===== src/rtl/dmem_port_arbiter_pkg.sv =====
// Shared owner encodings and defaults for the data-memory port arbiter.
// Owner codes are also used as the registered "who had the port last cycle" tag.
package dmem_port_arbiter_pkg;

    typedef logic [1:0] owner_t;

    localparam owner_t ARB_NONE = 2'd0;
    localparam owner_t ARB_CPU  = 2'd1;
    localparam owner_t ARB_M1   = 2'd2;

    localparam int unsigned STARVE_MAX_DEFAULT = 4;
    localparam int unsigned CNT_W_DEFAULT      = 4;

endpackage


===== src/rtl/dmem_arb_starve_cnt.sv =====
// Saturating count of consecutive cycles master 1 was refused the port.
// The clear input wins over increment.
module dmem_arb_starve_cnt #(
    parameter int unsigned MAX = 4,
    parameter int unsigned W   = 4
) (
    input  logic clk,
    input  logic rst,
    input  logic inc,
    input  logic clr,
    output logic sat
);

    localparam logic [W-1:0] MaxVal = W'(MAX);

    logic [W-1:0] cnt_q, cnt_d;

    assign sat = (cnt_q == MaxVal);

    always_comb begin
        cnt_d = cnt_q;
        if (clr) begin
            cnt_d = '0;
        end else if (inc && !sat) begin
            cnt_d = cnt_q + 1'b1;
        end
    end

    always_ff @(posedge clk or posedge rst) begin
        if (rst) begin
            cnt_q <= '0;
        end else begin
            cnt_q <= cnt_d;
        end
    end

endmodule


===== src/rtl/dmem_port_arbiter.sv =====
// Shares the synchronous data-RAM port between the CPU memory stage and a second
// master, stalling the CPU when master 1 takes the port and steering read data back.
module dmem_port_arbiter
    import dmem_port_arbiter_pkg::*;
#(
    parameter int unsigned STARVE_MAX = STARVE_MAX_DEFAULT,
    parameter int unsigned CNT_W      = CNT_W_DEFAULT
) (
    input  logic        clk,
    input  logic        rst,
    input  logic        cpu_req,
    input  logic [31:0] cpu_addr,
    input  logic [31:0] cpu_wdata,
    input  logic [3:0]  cpu_wr_en,
    output logic [31:0] cpu_rdata,
    output logic        cpu_pause,
    input  logic        m1_req,
    input  logic [31:0] m1_addr,
    input  logic [31:0] m1_wdata,
    input  logic [3:0]  m1_wr_en,
    output logic        m1_gnt,
    output logic        m1_rvalid,
    output logic [31:0] m1_rdata,
    output logic [31:0] mem_addr,
    output logic [31:0] mem_wdata,
    output logic [3:0]  mem_wr_en,
    input  logic [31:0] mem_rdata
);

    owner_t      grant;
    owner_t      prev_owner_q;
    logic        prev_rd_q, prev_rd_d;
    logic [31:0] cpu_rdata_q;
    logic        starve_sat;

    // Master 1 wins an idle port, or pre-empts the CPU once it has starved long enough.
    always_comb begin
        grant = ARB_NONE;
        if (m1_req && (!cpu_req || starve_sat)) begin
            grant = ARB_M1;
        end else if (cpu_req) begin
            grant = ARB_CPU;
        end
    end

    assign m1_gnt    = (grant == ARB_M1);
    assign cpu_pause = cpu_req & m1_gnt;

    dmem_arb_starve_cnt #(
        .MAX (STARVE_MAX),
        .W   (CNT_W)
    ) u_starve_cnt (
        .clk (clk),
        .rst (rst),
        .inc (m1_req & ~m1_gnt),
        .clr (m1_gnt | ~m1_req),
        .sat (starve_sat)
    );

    // An idle port still presents the CPU address but never writes.
    always_comb begin
        mem_addr  = cpu_addr;
        mem_wdata = cpu_wdata;
        mem_wr_en = '0;
        case (grant)
            ARB_CPU: mem_wr_en = cpu_wr_en;
            ARB_M1: begin
                mem_addr  = m1_addr;
                mem_wdata = m1_wdata;
                mem_wr_en = m1_wr_en;
            end
            default: ;
        endcase
    end

    assign prev_rd_d = (grant != ARB_NONE) && (mem_wr_en == 4'b0000);

    always_ff @(posedge clk or posedge rst) begin
        if (rst) begin
            prev_owner_q <= ARB_NONE;
            prev_rd_q    <= 1'b0;
            cpu_rdata_q  <= '0;
        end else begin
            prev_owner_q <= grant;
            prev_rd_q    <= prev_rd_d;
            if (prev_owner_q == ARB_CPU) begin
                cpu_rdata_q <= mem_rdata;
            end
        end
    end

    // Holding the last CPU-owned RAM word keeps CPU data stable across pauses.
    assign cpu_rdata = (prev_owner_q == ARB_CPU) ? mem_rdata : cpu_rdata_q;
    assign m1_rvalid = (prev_owner_q == ARB_M1) && prev_rd_q;
    assign m1_rdata  = mem_rdata;

endmodule

===== config.mk =====
export PLATFORM = sky130hd
export DESIGN_NAME = dmem_port_arbiter
export DESIGN_NICKNAME = d
export VERILOG_FILES = /design/src/rtl/dmem_port_arbiter_pkg.sv /design/src/rtl/dmem_arb_starve_cnt.sv /design/src/rtl/dmem_port_arbiter.sv
export SDC_FILE = /design/constraint.sdc
export NUM_CORES = 1
export LEC_CHECK = 0
export CORE_AREA = 2 2 118 120
export CTS_BUF_LIST = sky130_fd_sc_hd__clkbuf_4
export DETAILED_ROUTE_END_ITERATION = 10
export DIE_AREA = 0 0 120 122
export DONT_BUFFER_PORTS = 1
export SYNTH_ARGS = -nofsm -noshare
export SYNTH_HDL_FRONTEND = slang
export SYNTH_SLANG_ARGS = --single-unit

===== constraint.sdc =====
create_clock -name clk -period 1.86 [get_ports clk]
set_input_delay 0.279 -clock clk [delete_from_list [all_inputs] [get_ports clk]]
set_output_delay 0.279 -clock clk [all_outputs]
set_load 0.01 [all_outputs]

==> results of run 1 <==
## what timing repair did
| item | 4_1_cts | 5_1_grt |
|---|---|---|
| endpoints found under the hold margin | 39 | 0 |
| hold buffers | 1 | 0 |
| endpoints found under the setup margin | 97 | 100 |
| buffers inserted | 10 | 2 |
| gates resized for setup | 88 | 28 |
| pin swaps | 3 | 1 |
| cloned | 6 | 4 |
## synth_stat cells, drive strengths merged
master	n	share of area [%]
nand3	2	0.38
a21o	1	0.29
nand2	4	0.57
a21oi	2	0.81
xnor2	1	0.33
mux2	96	41
mux2i	3	1.1
xor2	1	0.33
inv	8	1.1
nor4	1	0.24
and3	1	0.24
nand3b	1	0.76
nor2b	1	0.24
ha	2	0.95
buf	43	12
a22o	1	0.33
dfrtp	39	37
a211oi	1	0.29
nor2	5	0.71
and3b	1	0.33
a21boi	1	0.29
or4	1	0.29
clkbuf	1	0.14
## power groups by stage
stage	combinational (mW)	sequential [mW]	clock (mW)
after CTS	0.740	0.970	0.758
final	0.789	0.971	0.715
after global placement	0.532	0.980	0
after floorplan	0.522	0.976	0
after global routing	0.830	0.981	0.804
after detailed placement	0.544	0.984	0
## logic make-up after synthesis
| group | share of synthesized area (%) |
|---|---|
| AOI/OAI and AO/OA | 1.995 |
| xor gates and xnor gates | 0.6649 |
| adders and majority gates | 0.9495 |
| buffers and inverters | 13.44 |
| DFF | 37.04 |
| muxes | 42.17 |
| and+or+nand+nor | 3.752 |
## cell type report
| class | instances | area, sq um | area share, % |
|---|---|---|---|
| Tap cell | 180 | 225.2 | 6.374 |
| Clock inverter | 2 | 60.06 | 1.700 |
| Inverter | 8 | 30.03 | 0.8499 |
| Timing Repair Buffer | 33 | 503.0 | 14.24 |
| Clock buffer | 6 | 45.04 | 1.275 |
| Sequential cell | 39 | 975.9 | 27.62 |
| Multi-Input combinational cell | 126 | 1689 | 47.80 |
| Antenna cell | 2 | 5.005 | 0.1416 |
## layer usage
layer	track usage [%]	share of wire, %	vias to the layer above
met1	14.03	32	851
met4	5.074	2.3	0
met2	23.44	52	179
met5	0	0	-
met3	7.678	14	11
li1	-	-	720
## flip-flops by register name, indices dropped and copies added, names as in the netlist
signal,count
cpu_rdata_q,32
prev_owner_q,2
u_starve_cnt.cnt_q,4
prev_rd_q,1
## through the flow
step	setup TNS, ns	util [%]	cell area [sq um]
6_report	-22.72	26.17	3533
4_1_cts	-27.54	24.66	3331
5_1_grt	-30.91	26.15	3531
3_5_place_dp	-0.6125	19.71	2661
3_3_place_gp	0	19.71	2661
2_1_floorplan	-0.006855	-	2638
## worst max-delay path by stage
stage	startpoint	cells past startpoint	slack [ns]	to
global route	u_starve_cnt.cnt_q[1]$_DFFE_PP0P_	8	-0.51	mem_wdata[11]
CTS	u_starve_cnt.cnt_q[1]$_DFFE_PP0P_	7	-0.45	mem_wdata[25]
floorplan	u_starve_cnt.cnt_q[0]$_DFFE_PP0P_	7	-0.001	mem_addr[26]
detailed placement	u_starve_cnt.cnt_q[0]$_DFFE_PP0P_	7	-0.04	mem_wr_en[1]
global placement	u_starve_cnt.cnt_q[0]$_DFFE_PP0P_	6	0.02	mem_wdata[16]
finish	u_starve_cnt.cnt_q[1]$_DFFE_PP0P_	8	-0.40	mem_wdata[7]
==> results.txt, run 1 <==
----------------------------------------------------
[Timing]
  Final Hold Violating Endpoints ... 0
  Worst setup slack after layout ... -0.4028 ns
  Final critical-path share of the clock period ... 121.7%
  Hold_ws ... 0.1034 ns
  Setup repair after global routing missed its margin ... yes
  Number of pins exceeding their max-slew limit in the final report ... 0
  Slew @ Worst Pin ... 0.5076 ns
  Relative slew slack ... 66.16%
  Min cycle time layout ... 2.263 ns
  Setup Viol. Count Final ... 70
  Post-route clock skew ... 0.01914 ns
  Fmax ... 0.4419 GHz

[Floorplan]
  Placeable core region ... 0.01350 sq mm
  Chip Height ... 122 microns
  I/O pin total ... 307
  Effective utilization at floorplan ... 19.51%
  Floorplan die area ... 0.01464 sq mm
  Number of rows in the core area ... 43
  Die X ... 120 microns

[Drt]
  Number of iterations in the first detailed-routing pass ... 4
  DR DRC count ... 0
  Vias post-DR ... 1,761
  Ratio of routed vias to standard cells ... 4.447
  Post-DRT Antenna Nets ... 0
  Routed wire length per instance ... 28.15 microns
  Iteration-0 DRC Markers ... 91
  Drt total wl ... 11.15 mm

[Setup path]
  Worst-case reg-to-reg path depth ... 8
  Gate family responsible for the most delay along the worst path ... buffers and inverters
  Sum of buffers and inverters on the critical path ... 4
  Launching point of the worst reg2reg path ... u_starve_cnt.cnt_q[1]$_DFFE_PP0P_
  Top fanout value on the critical path ... 6
  CP max-delay cell ... sky130_fd_sc_hd__dfrtp_1
  Slowest Stage Delay on Critical Path ... 0.41 ns
  Crit-path cells ... inv_2 -> ha_4 -> nand3b_4 -> a21oi_4 -> buf_6 -> buf_12 -> buf_16 -> mux2_4
  Reg-to-reg endpoint ... prev_owner_q[1]$_DFF_PP0_
  Data arrival at the endpoint of the critical path ... 1.98 ns
  Required time at the worst-slack endpoint ... 1.58 ns
  Startpoint type of the worst setup path ... flop
  Nature of the critical path endpoint ... output pin
  Path type of the worst setup path ... flop to output pin
  Flop-to-flop setup slack ... 0.41 ns

[Min path]
  Instance count along the most critical hold path ... 1
  Hold path start ... mem_rdata[6]
  Endpoint of the worst hold path ... cpu_rdata_q[6]$_DFF_PP0_
  Classification of the worst-slack hold path ... input pin to flop

[Synthesis]
  Post-Synthesis Cells ... 217
  Sequential element share of the synthesized area ... 37.04%
  Cell area after synthesis ... 0.002635 sq mm
  Syn_nets ... 391
  Post-synthesis average cell area ... 12.14 sq um
  Total of warnings raised by yosys ... 0
  Count of distinct cell types in the synthesized netlist ... 27
  Register bit count reported by yosys ... 39

[Clock network]
  Library cell used as clock root buffer ... sky130_fd_sc_hd__clkbuf_4
  Clock Latency Late Sink ... 0.35 ns
  CTS tree ... yes
  CTS sink cnt ... 39
  Total number of H-tree levels ... 2
  CTS max path bufs ... 2
  Clock transition at the registers of the reported paths ... 0.12 ns
  Number of buffers created by CTS ... 5

[Layout]
  # nets final ... 387
  Most used cells in the layout excluding fill and tap cells ... sky130_fd_sc_hd__mux2_4 (86), sky130_fd_sc_hd__dfrtp_1 (39), sky130_fd_sc_hd__buf_4 (11)
  Area added between synthesis and finish ... 34.09%
  Commonest non-fill, non-tap cell in the layout ... sky130_fd_sc_hd__mux2_4
  Count of filler cells inserted in the layout ... 1,393
  Ratio of cells with drive above 1 in the final layout ... 68.69%
  Final non-filler cell total ... 396

[Place]
  Placer's final routability congestion estimate ... 1.001
  Pre-CTS WS ... -0.03639 ns
  Number of cells after detailed placement ... 365
  HPWL after DPL ... 8.636 mm
  Port bufs ... 0

[Global route]
  Aggregate global-route resource usage ... 13.70%
  Via count of the first global-routing pass ... 1,848
  Global-route wire length before repair ... 14.10 mm
  Initial antenna violation count ... 1
  Largest net degree at the start of global routing ... 40
  Overflow left after global routing ... 0

[Pwr]
  Total power of the final layout ... 2.475 mW
  Reported net switching power ... 0.6735 mW
  Combinational fraction of design power ... 31.9%
  Internal Power ... 1.802 mW
  Power per unit of standard cell area ... 700.6 mW/mm^2
  IR Drop Worst-Case VDD ... 0.2642 mV
  Leak pwr ... 1.608 nW
  Clock share of power ... 28.9%
  Flop pwr share ... 39.2%
  Switching share of power ... 27.21%

[Run]
  MaxCap Viol Count ... 0

[Run status]
  Run status ... finished, violations left
  Violated checks ... negative setup slack

----------------------------------------------------
Power figures use the tool's default switching activity.
==> inputs of run 2 (changes only) <==
--- a/config.mk
+++ b/config.mk
@@ -5,10 +5,10 @@
 export SDC_FILE = /design/constraint.sdc
 export NUM_CORES = 1
 export LEC_CHECK = 0
-export CORE_AREA = 2 2 118 120
+export CORE_AREA = 2 2 120 122
 export CTS_BUF_LIST = sky130_fd_sc_hd__clkbuf_4
 export DETAILED_ROUTE_END_ITERATION = 10
-export DIE_AREA = 0 0 120 122
+export DIE_AREA = 0 0 122 124
 export DONT_BUFFER_PORTS = 1
 export SYNTH_ARGS = -nofsm -noshare
 export SYNTH_HDL_FRONTEND = slang
==> results.txt, run 2 (synthesis results as in run 1) <==
----------------------------------------------------
[Global route]
  Global-route wire length before repair ... 13.98 mm (-0.83%)
  Met2 Track Usage GR ... 25.49% (+2.1 points)
  Overflow left after global routing ... 0 (unchanged)
  GR Util met1 ... 10.97% (-3.1 points)
  Aggregate global-route resource usage ... 14.02% (+0.31 points)
  Grt peak-use layer ... met2
  Via count of the first global-routing pass ... 1,758 (-4.9%)
  Initial antenna violation count ... 4 (+3)
  Largest net degree at the start of global routing ... 40 (unchanged)
  Grt met3 use ... 11.36% (+3.7 points)

[Layout]
  Area added between synthesis and finish ... 29.44%
  Max reg flops ... 32 (unchanged)
  Sequential cell area ... 975.9 sq um (unchanged)
  Area used by multi-input combinational logic ... 0.001698 sq mm (+0.52%)
  Register with the highest flop count ... cpu_rdata_q
  Commonest non-fill, non-tap cell in the layout ... sky130_fd_sc_hd__mux2_4
  Most used cells in the layout excluding fill and tap cells ... sky130_fd_sc_hd__mux2_4 (86), sky130_fd_sc_hd__dfrtp_1 (39), sky130_fd_sc_hd__mux2_2 (10)
  Ratio of cells with drive above 1 in the final layout ... 66.67% (-2.0 points)
  Count of filler cells inserted in the layout ... 1,404 (+0.79%)
  Regs by FF count ... cpu_rdata_q: 32 flops, u_starve_cnt.cnt_q: 4 flops, prev_owner_q: 2 flops
  Final Core Density ... 24.86% (-1.3 points)
  # nets final ... 378 (-2.3%)

[Clock network]
  CTS max path bufs ... 2 (unchanged)
  Clock Latency Late Sink ... 0.33 ns (-0.02 ns)
  Library cell used as clock root buffer ... sky130_fd_sc_hd__clkbuf_4
  Total number of H-tree levels ... 2 (unchanged)
  CTS sink cnt ... 39 (unchanged)
  Clock transition at the registers of the reported paths ... 0.11 ns (about the same)
  Number of buffers created by CTS ... 5 (unchanged)
  CTS tree ... yes

[Timing]
  Post-route clock skew ... 0.008584 ns (-0.01056 ns)
  Slew @ Worst Pin ... 0.4936 ns (-0.01408 ns)
  Number of pins exceeding their max-slew limit in the final report ... 0 (unchanged)
  Final critical-path share of the clock period ... 119.9% (-1.7 points)
  Relative slew slack ... 67.10% (+0.94 points)
  Worst setup slack after layout ... -0.3708 ns (+0.03204 ns)
  Final Hold Violating Endpoints ... 0 (unchanged)
  Setup Viol. Count Final ... 69 (-1.4%)
  Setup repair after global routing missed its margin ... yes
  Fmax ... 0.4483 GHz (+1.4%)
  Min cycle time layout ... 2.231 ns (-0.03204 ns)

[Floorplan]
  Chip Height ... 124 microns (+1.6%)
  Number of rows in the core area ... 43 (unchanged)
  I/O pin total ... 307 (unchanged)
  Die X ... 122 microns (+1.7%)
  Effective utilization at floorplan ... 19.21% (-0.31 points)
  Placeable core region ... 0.01372 sq mm (+1.6%)
  Floorplan die area ... 0.01513 sq mm (+3.3%)

[Setup path]
  Reg-to-reg endpoint ... cpu_rdata_q[11]$_DFF_PP0_
  Worst-case reg-to-reg path depth ... 4 (-4)
  Crit-path cells ... inv_2 -> ha_4 -> nand3b_4 -> a21oi_4 -> buf_12 -> clkbuf_16 -> mux2_4
  CP max-delay cell ... sky130_fd_sc_hd__dfrtp_1
  Required time at the worst-slack endpoint ... 1.58 ns (about the same)
  Launching instance or port of the critical path ... u_starve_cnt.cnt_q[1]$_DFFE_PP0P_
  Data arrival at the endpoint of the critical path ... 1.95 ns (-0.03 ns)
  Launching point of the worst reg2reg path ... prev_owner_q[1]$_DFF_PP0_
  Capturing element of the worst setup path ... mem_addr[14]
  Nature of the critical path endpoint ... output pin
  Flop-to-flop setup slack ... 0.49 ns (+0.08 ns)
  Slowest Stage Delay on Critical Path ... 0.41 ns (about the same)
  Top fanout value on the critical path ... 8 (+2)
  Path type of the worst setup path ... flop to output pin
  Startpoint type of the worst setup path ... flop

[Drt]
  Vias post-DR ... 1,733 (-1.6%)
  Iteration-0 DRC Markers ... 59 (-35%)
  DR DRC count ... 0 (unchanged)
  Drt total wl ... 12.27 mm (+10%)
  Ratio of routed vias to standard cells ... 4.501 (+1.2%)
  Post-DRT Antenna Nets ... 0 (unchanged)
  Routed wire length per instance ... 31.87 microns (+13%)
  Number of iterations in the first detailed-routing pass ... 4 (unchanged)

[Pwr]
  Combinational fraction of design power ... 37.3% (+5.4 points)
  Clock share of power ... 17.6% (-11 points)
  Flop pwr share ... 45.1% (+5.9 points)
  Leak pwr ... 1.542 nW (-4.1%)
  Internal Power ... 1.493 mW (-17%)
  Reported net switching power ... 0.6598 mW (-2.0%)
  Power per unit of standard cell area ... 631.2 mW/mm^2 (-9.9%)
  Switching share of power ... 30.65% (+3.4 points)
  IR Drop Worst-Case VDD ... 0.1469 mV (-44%)

[Place]
  Port bufs ... 0 (unchanged)
  Pre-CTS WS ... -0.1146 ns (-0.07822 ns)
  HPWL after DPL ... 9.476 mm (+9.7%)
  Placer's final routability congestion estimate ... 0.8346 (-17%)

[Run status]
  Run status ... finished, violations left
  Violated checks ... negative setup slack

[Min path]
  Classification of the worst-slack hold path ... input pin to flop

[Run]
  MaxCap Viol Count ... 0 (unchanged)

----------------------------------------------------
[run 2: changes by cell type in the layout (fill, tap and decap cells not counted), sizes merged]
cell / previous run / this run
clkbuf: 9 / 10
bufinv: 2 / 0
diode: 2 / 1
buf: 29 / 18
clkinv: 1 / 2
inv: 7 / 8
[run 2: worst max-delay path, delay by kind of cell (launching register included)]
family / cells / cell delay (ns)
compound gates: 1 / 0.18
fa+ha+maj: 1 / 0.14
buf+inv: 3 / 0.45
flops: 1 / 0.41
mux: 1 / 0.34
simple gates: 1 / 0.09
[run 2: power by group through the flow]
stage,combinational [mW],sequential [mW],clock [mW]
4_1_cts,0.667,0.968,0.422
3_5_place_dp,0.556,0.985,0
3_3_place_gp,0.542,0.980,0
5_1_grt,0.846,0.980,0.465
2_1_floorplan,0.522,0.976,0
6_report,0.803,0.972,0.379
[run 2: worst min path at each step]
stage	from	endpoint	slack (ns)	cells past startpoint
floorplan	m1_req	prev_owner_q[0]$_DFF_PP0_	0.43	1
global placement	rst	cpu_rdata_q[27]$_DFF_PP0_	0.31	2
detailed placement	rst	cpu_rdata_q[27]$_DFF_PP0_	0.32	2
CTS	m1_req	prev_owner_q[0]$_DFF_PP0_	0.09	1
global route	mem_rdata[23]	cpu_rdata_q[23]$_DFF_PP0_	0.07	1
finish	mem_rdata[29]	cpu_rdata_q[29]$_DFF_PP0_	0.12	1
[run 2: stage by stage]
| step | total power [mW] | hold WS [ns] | area (sq um) | instances | setup TNS [ns] |
|---|---|---|---|---|---|
| after floorplan | 1.498 | 0.4323 | 2638 | 217 | -0.006855 |
| after global placement | 1.522 | 0.3086 | 2619 | 360 | -0.7642 |
| after detailed placement | 1.542 | 0.3152 | 2619 | 360 | -4.384 |
| after CTS | 2.056 | 0.09095 | 3015 | 375 | -26.43 |
| after global routing | 2.290 | 0.07169 | 3408 | 384 | -32.34 |
| final | 2.153 | 0.1210 | 3411 | 385 | -22.55 |
[run 2: final cells by class]
type | count | share of cell area [%]
antenna | 1 | 0.07337
clock buffer | 5 | 1.101
clock inverter | 2 | 0.2568
inverter | 8 | 0.8804
multi-input combinational | 126 | 49.78
sequential | 39 | 28.61
tap | 180 | 6.603
timing repair buffer | 24 | 12.69
[run 2: routing by layer]
layer	wire, microns	part of all wire, %	up-vias
met5	44	0.36	-
met4	269	2.2	6
met3	2152	18	18
met2	6359	52	189
met1	3444	28	826
li1	-	-	694
[run 2: timing repair]
item                                    in CTS  in global routing
buffers inserted                             3                  3
endpoints found under the setup margin      69                100
endpoints found under the hold margin       39                  0
cloned                                       4                  6
gates resized for setup                     52                 59
pin swaps                                    3                  1
hold buffers                                 1                  0
==> inputs of run 3 (changes only) <==
--- a/config.mk
+++ b/config.mk
@@ -5,10 +5,10 @@
 export SDC_FILE = /design/constraint.sdc
 export NUM_CORES = 1
 export LEC_CHECK = 0
-export CORE_AREA = 2 2 120 122
+export CORE_AREA = 8 8 113 115
 export CTS_BUF_LIST = sky130_fd_sc_hd__clkbuf_4
 export DETAILED_ROUTE_END_ITERATION = 10
-export DIE_AREA = 0 0 122 124
+export DIE_AREA = 0 0 121 123
 export DONT_BUFFER_PORTS = 1
 export SYNTH_ARGS = -nofsm -noshare
 export SYNTH_HDL_FRONTEND = slang
==> results.txt, run 3 (synthesis results as in run 1) <==
----------------------------------------------------
[Timing]
  Final critical-path share of the clock period ... 121.5% (+1.5 points)
  Setup Viol. Count Final ... 68 (-1.4%)
  Worst setup slack after layout ... -0.3992 ns (-0.02842 ns)
  Fmax ... 0.4426 GHz (-1.3%)
  Sum Neg Setup Slack ... -24.63 ns (-2.082 ns)
  Post-route clock skew ... 0.02139 ns (+0.01281 ns)
  Setup repair after global routing missed its margin ... yes
  Final Hold Violating Endpoints ... 0 (unchanged)
  Hold_ws ... 0.09855 ns (-0.02246 ns)
  Relative slew slack ... 66.55% (-0.55 points)
  Slew @ Worst Pin ... 0.5017 ns (+0.008184 ns)
  Min cycle time layout ... 2.259 ns (+0.02842 ns)
  Number of pins exceeding their max-slew limit in the final report ... 0 (unchanged)

[Drt]
  Iteration-0 DRC Markers ... 71 (+20%)
  Ratio of routed vias to standard cells ... 4.960 (+10%)
  Post-DRT Antenna Nets ... 0 (unchanged)
  Number of iterations in the first detailed-routing pass ... 4 (unchanged)
  Vias post-DR ... 1,751 (+1.0%)
  DR DRC count ... 0 (unchanged)
  Drt total wl ... 11.82 mm (-3.7%)
  Routed wire length per instance ... 33.47 microns (+5.0%)

[Place]
  Pre-CTS WS ... -0.07821 ns (+0.03640 ns)
  HPWL after DPL ... 9.181 mm (-3.1%)
  Port bufs ... 0 (unchanged)
  Area of placed instances ... 0.002600 sq mm (-0.72%)
  Placer's final routability congestion estimate ... 0.9182 (+10%)
  Number of cells after detailed placement ... 326 (-9.4%)

[Layout]
  Regs by FF count ... cpu_rdata_q: 32 flops, u_starve_cnt.cnt_q: 4 flops, prev_owner_q: 2 flops
  Final Core Density ... 29.75% (+4.9 points)
  # nets final ... 383 (+1.3%)
  Most used cells in the layout excluding fill and tap cells ... sky130_fd_sc_hd__mux2_4 (71), sky130_fd_sc_hd__dfrtp_1 (39), sky130_fd_sc_hd__mux2_2 (25)
  Final non-filler cell total ... 353 (-8.3%)
  Ratio of cells with drive above 1 in the final layout ... 66.19% (-0.48 points)
  Number of antenna cells inserted ... 0 (-1)
  Commonest non-fill, non-tap cell in the layout ... sky130_fd_sc_hd__mux2_4
  Register with the highest flop count ... cpu_rdata_q
  Area added between synthesis and finish ... 25.07%
  Max reg flops ... 32 (unchanged)
  Post-route cell area ... 0.003296 sq mm (-3.4%)

[Run status]
  Run status ... finished, violations left
  Violated checks ... negative setup slack

[Pwr]
  Power per unit of standard cell area ... 656.7 mW/mm^2 (+4.0%)
  IR Drop Worst-Case VDD ... 0.2383 mV (+62%)
  Leak pwr ... 1.506 nW (-2.3%)
  Total power of the final layout ... 2.164 mW (+0.52%)

[Clock network]
  CTS sink cnt ... 39 (unchanged)
  Clock transition at the registers of the reported paths ... 0.12 ns (about the same)
  Library cell used as clock root buffer ... sky130_fd_sc_hd__clkbuf_4
  Number of buffers created by CTS ... 5 (unchanged)
  Clock Latency Late Sink ... 0.36 ns (+0.03 ns)
  CTS tree ... yes
  CTS max path bufs ... 2 (unchanged)
  Total number of H-tree levels ... 2 (unchanged)

[Global route]
  Global-route wire length before repair ... 15.26 mm (+9.2%)
  Overflow left after global routing ... 0 (unchanged)
  Initial antenna violation count ... 1 (-3)
  Via count of the first global-routing pass ... 1,934 (+10%)
  Largest net degree at the start of global routing ... 40 (unchanged)
  Aggregate global-route resource usage ... 14.37% (+0.35 points)

[Setup path]
  Slowest Stage Delay on Critical Path ... 0.42 ns (about the same)
  Gate family responsible for the most delay along the worst path ... flip-flops
  Path type of the worst setup path ... flop to output pin
  CP max-delay cell ... sky130_fd_sc_hd__dfrtp_1
  Data arrival at the endpoint of the critical path ... 1.98 ns (+0.03 ns)
  Startpoint type of the worst setup path ... flop
  Crit-path cells ... inv_2 -> ha_4 -> nand3b_4 -> a21oi_4 -> buf_6 -> clkbuf_16 -> mux2_2
  Required time at the worst-slack endpoint ... 1.58 ns (about the same)
  Nature of the critical path endpoint ... output pin
  Sum of buffers and inverters on the critical path ... 3 (unchanged)
  Top fanout value on the critical path ... 5 (-3)

[Floorplan]
  Chip Height ... 123 microns (-0.81%)
  Number of rows in the core area ... 39 (-9.3%)
  Floorplan die area ... 0.01488 sq mm (-1.6%)
  Placeable core region ... 0.01108 sq mm (-19%)
  Effective utilization at floorplan ... 23.79% (+4.6 points)
  I/O pin total ... 307 (unchanged)
  Die X ... 121 microns (-0.82%)

[Min path]
  Classification of the worst-slack hold path ... input pin to flop

[Run]
  MaxCap Viol Count ... 0 (unchanged)

----------------------------------------------------
[run 3: changes by cell type in the layout (fill, tap and decap cells not counted), sizes merged]
cell   previous run  this run
buf              18        24
diode             1         0
[run 3: path summary, 6_finish.rpt]
check / end / startpoint / slack, ns / cells past startpoint
worst max-delay path: mem_addr[13] / u_starve_cnt.cnt_q[0]$_DFFE_PP0P_ / -0.40 / 7
min in group asynchronous: cpu_rdata_q[11]$_DFF_PP0_ / rst / 0.48 / 3
max in group asynchronous: cpu_rdata_q[26]$_DFF_PP0_ / rst / 1.01 / 3
worst max register to register: prev_owner_q[1]$_DFF_PP0_ / u_starve_cnt.cnt_q[0]$_DFFE_PP0P_ / 0.41 / 7
worst min-delay path: cpu_rdata_q[29]$_DFF_PP0_ / mem_rdata[29] / 0.1 / 1
worst min register to register: cpu_rdata_q[27]$_DFF_PP0_ / cpu_rdata_q[27]$_DFF_PP0_ / 0.53 / 1
[run 3: layer usage]
metal	part of all wire (%)	track usage [%]	vias up	wire length, microns
li1	-	-	711	-
met1	32	13.53	845	3738
met2	50	23.80	178	5849
met3	17	10.46	15	1960
met4	2.2	5.543	2	256
met5	0.093	0	-	11
[run 3: cell type report]
cell class / instances / area (sq um)
fill: 1116 / 7781
multi-input combinational: 126 / 1608
sequential: 39 / 975.9
timing repair buffer: 29 / 450.4
tap: 143 / 178.9
clock buffer: 6 / 45.04
inverter: 8 / 30.03
clock inverter: 2 / 7.507
[run 3: power by group]
group / total [mW] / internal (mW) / switching [mW]
sequential: 0.972 / 0.943 / 0.0292
combinational: 0.770 / 0.401 / 0.369
clock: 0.421 / 0.155 / 0.267
total: 2.16 / 1.50 / 0.665
[run 3: repair_timing]
| action | CTS | global route |
|---|---|---|
| hold endpoints to repair | 39 | 0 |
| buffers inserted | 6 | 2 |
| resized for setup | 86 | 3 |
| setup endpoints to repair | 98 | 101 |
| pin swaps | 1 | 1 |
| cloned | 6 | 4 |
| hold buffers | 1 | 0 |
[run 3: worst reg2reg max path, cell delays in order, from the launching register on]
cell,delay [ns]
sky130_fd_sc_hd__dfrtp_1,0.42
sky130_fd_sc_hd__inv_2,0.08
sky130_fd_sc_hd__ha_4,0.14
sky130_fd_sc_hd__nand3b_4,0.09
sky130_fd_sc_hd__a21oi_4,0.18
sky130_fd_sc_hd__buf_6,0.19
sky130_fd_sc_hd__clkbuf_16,0.18
sky130_fd_sc_hd__buf_4,0.12
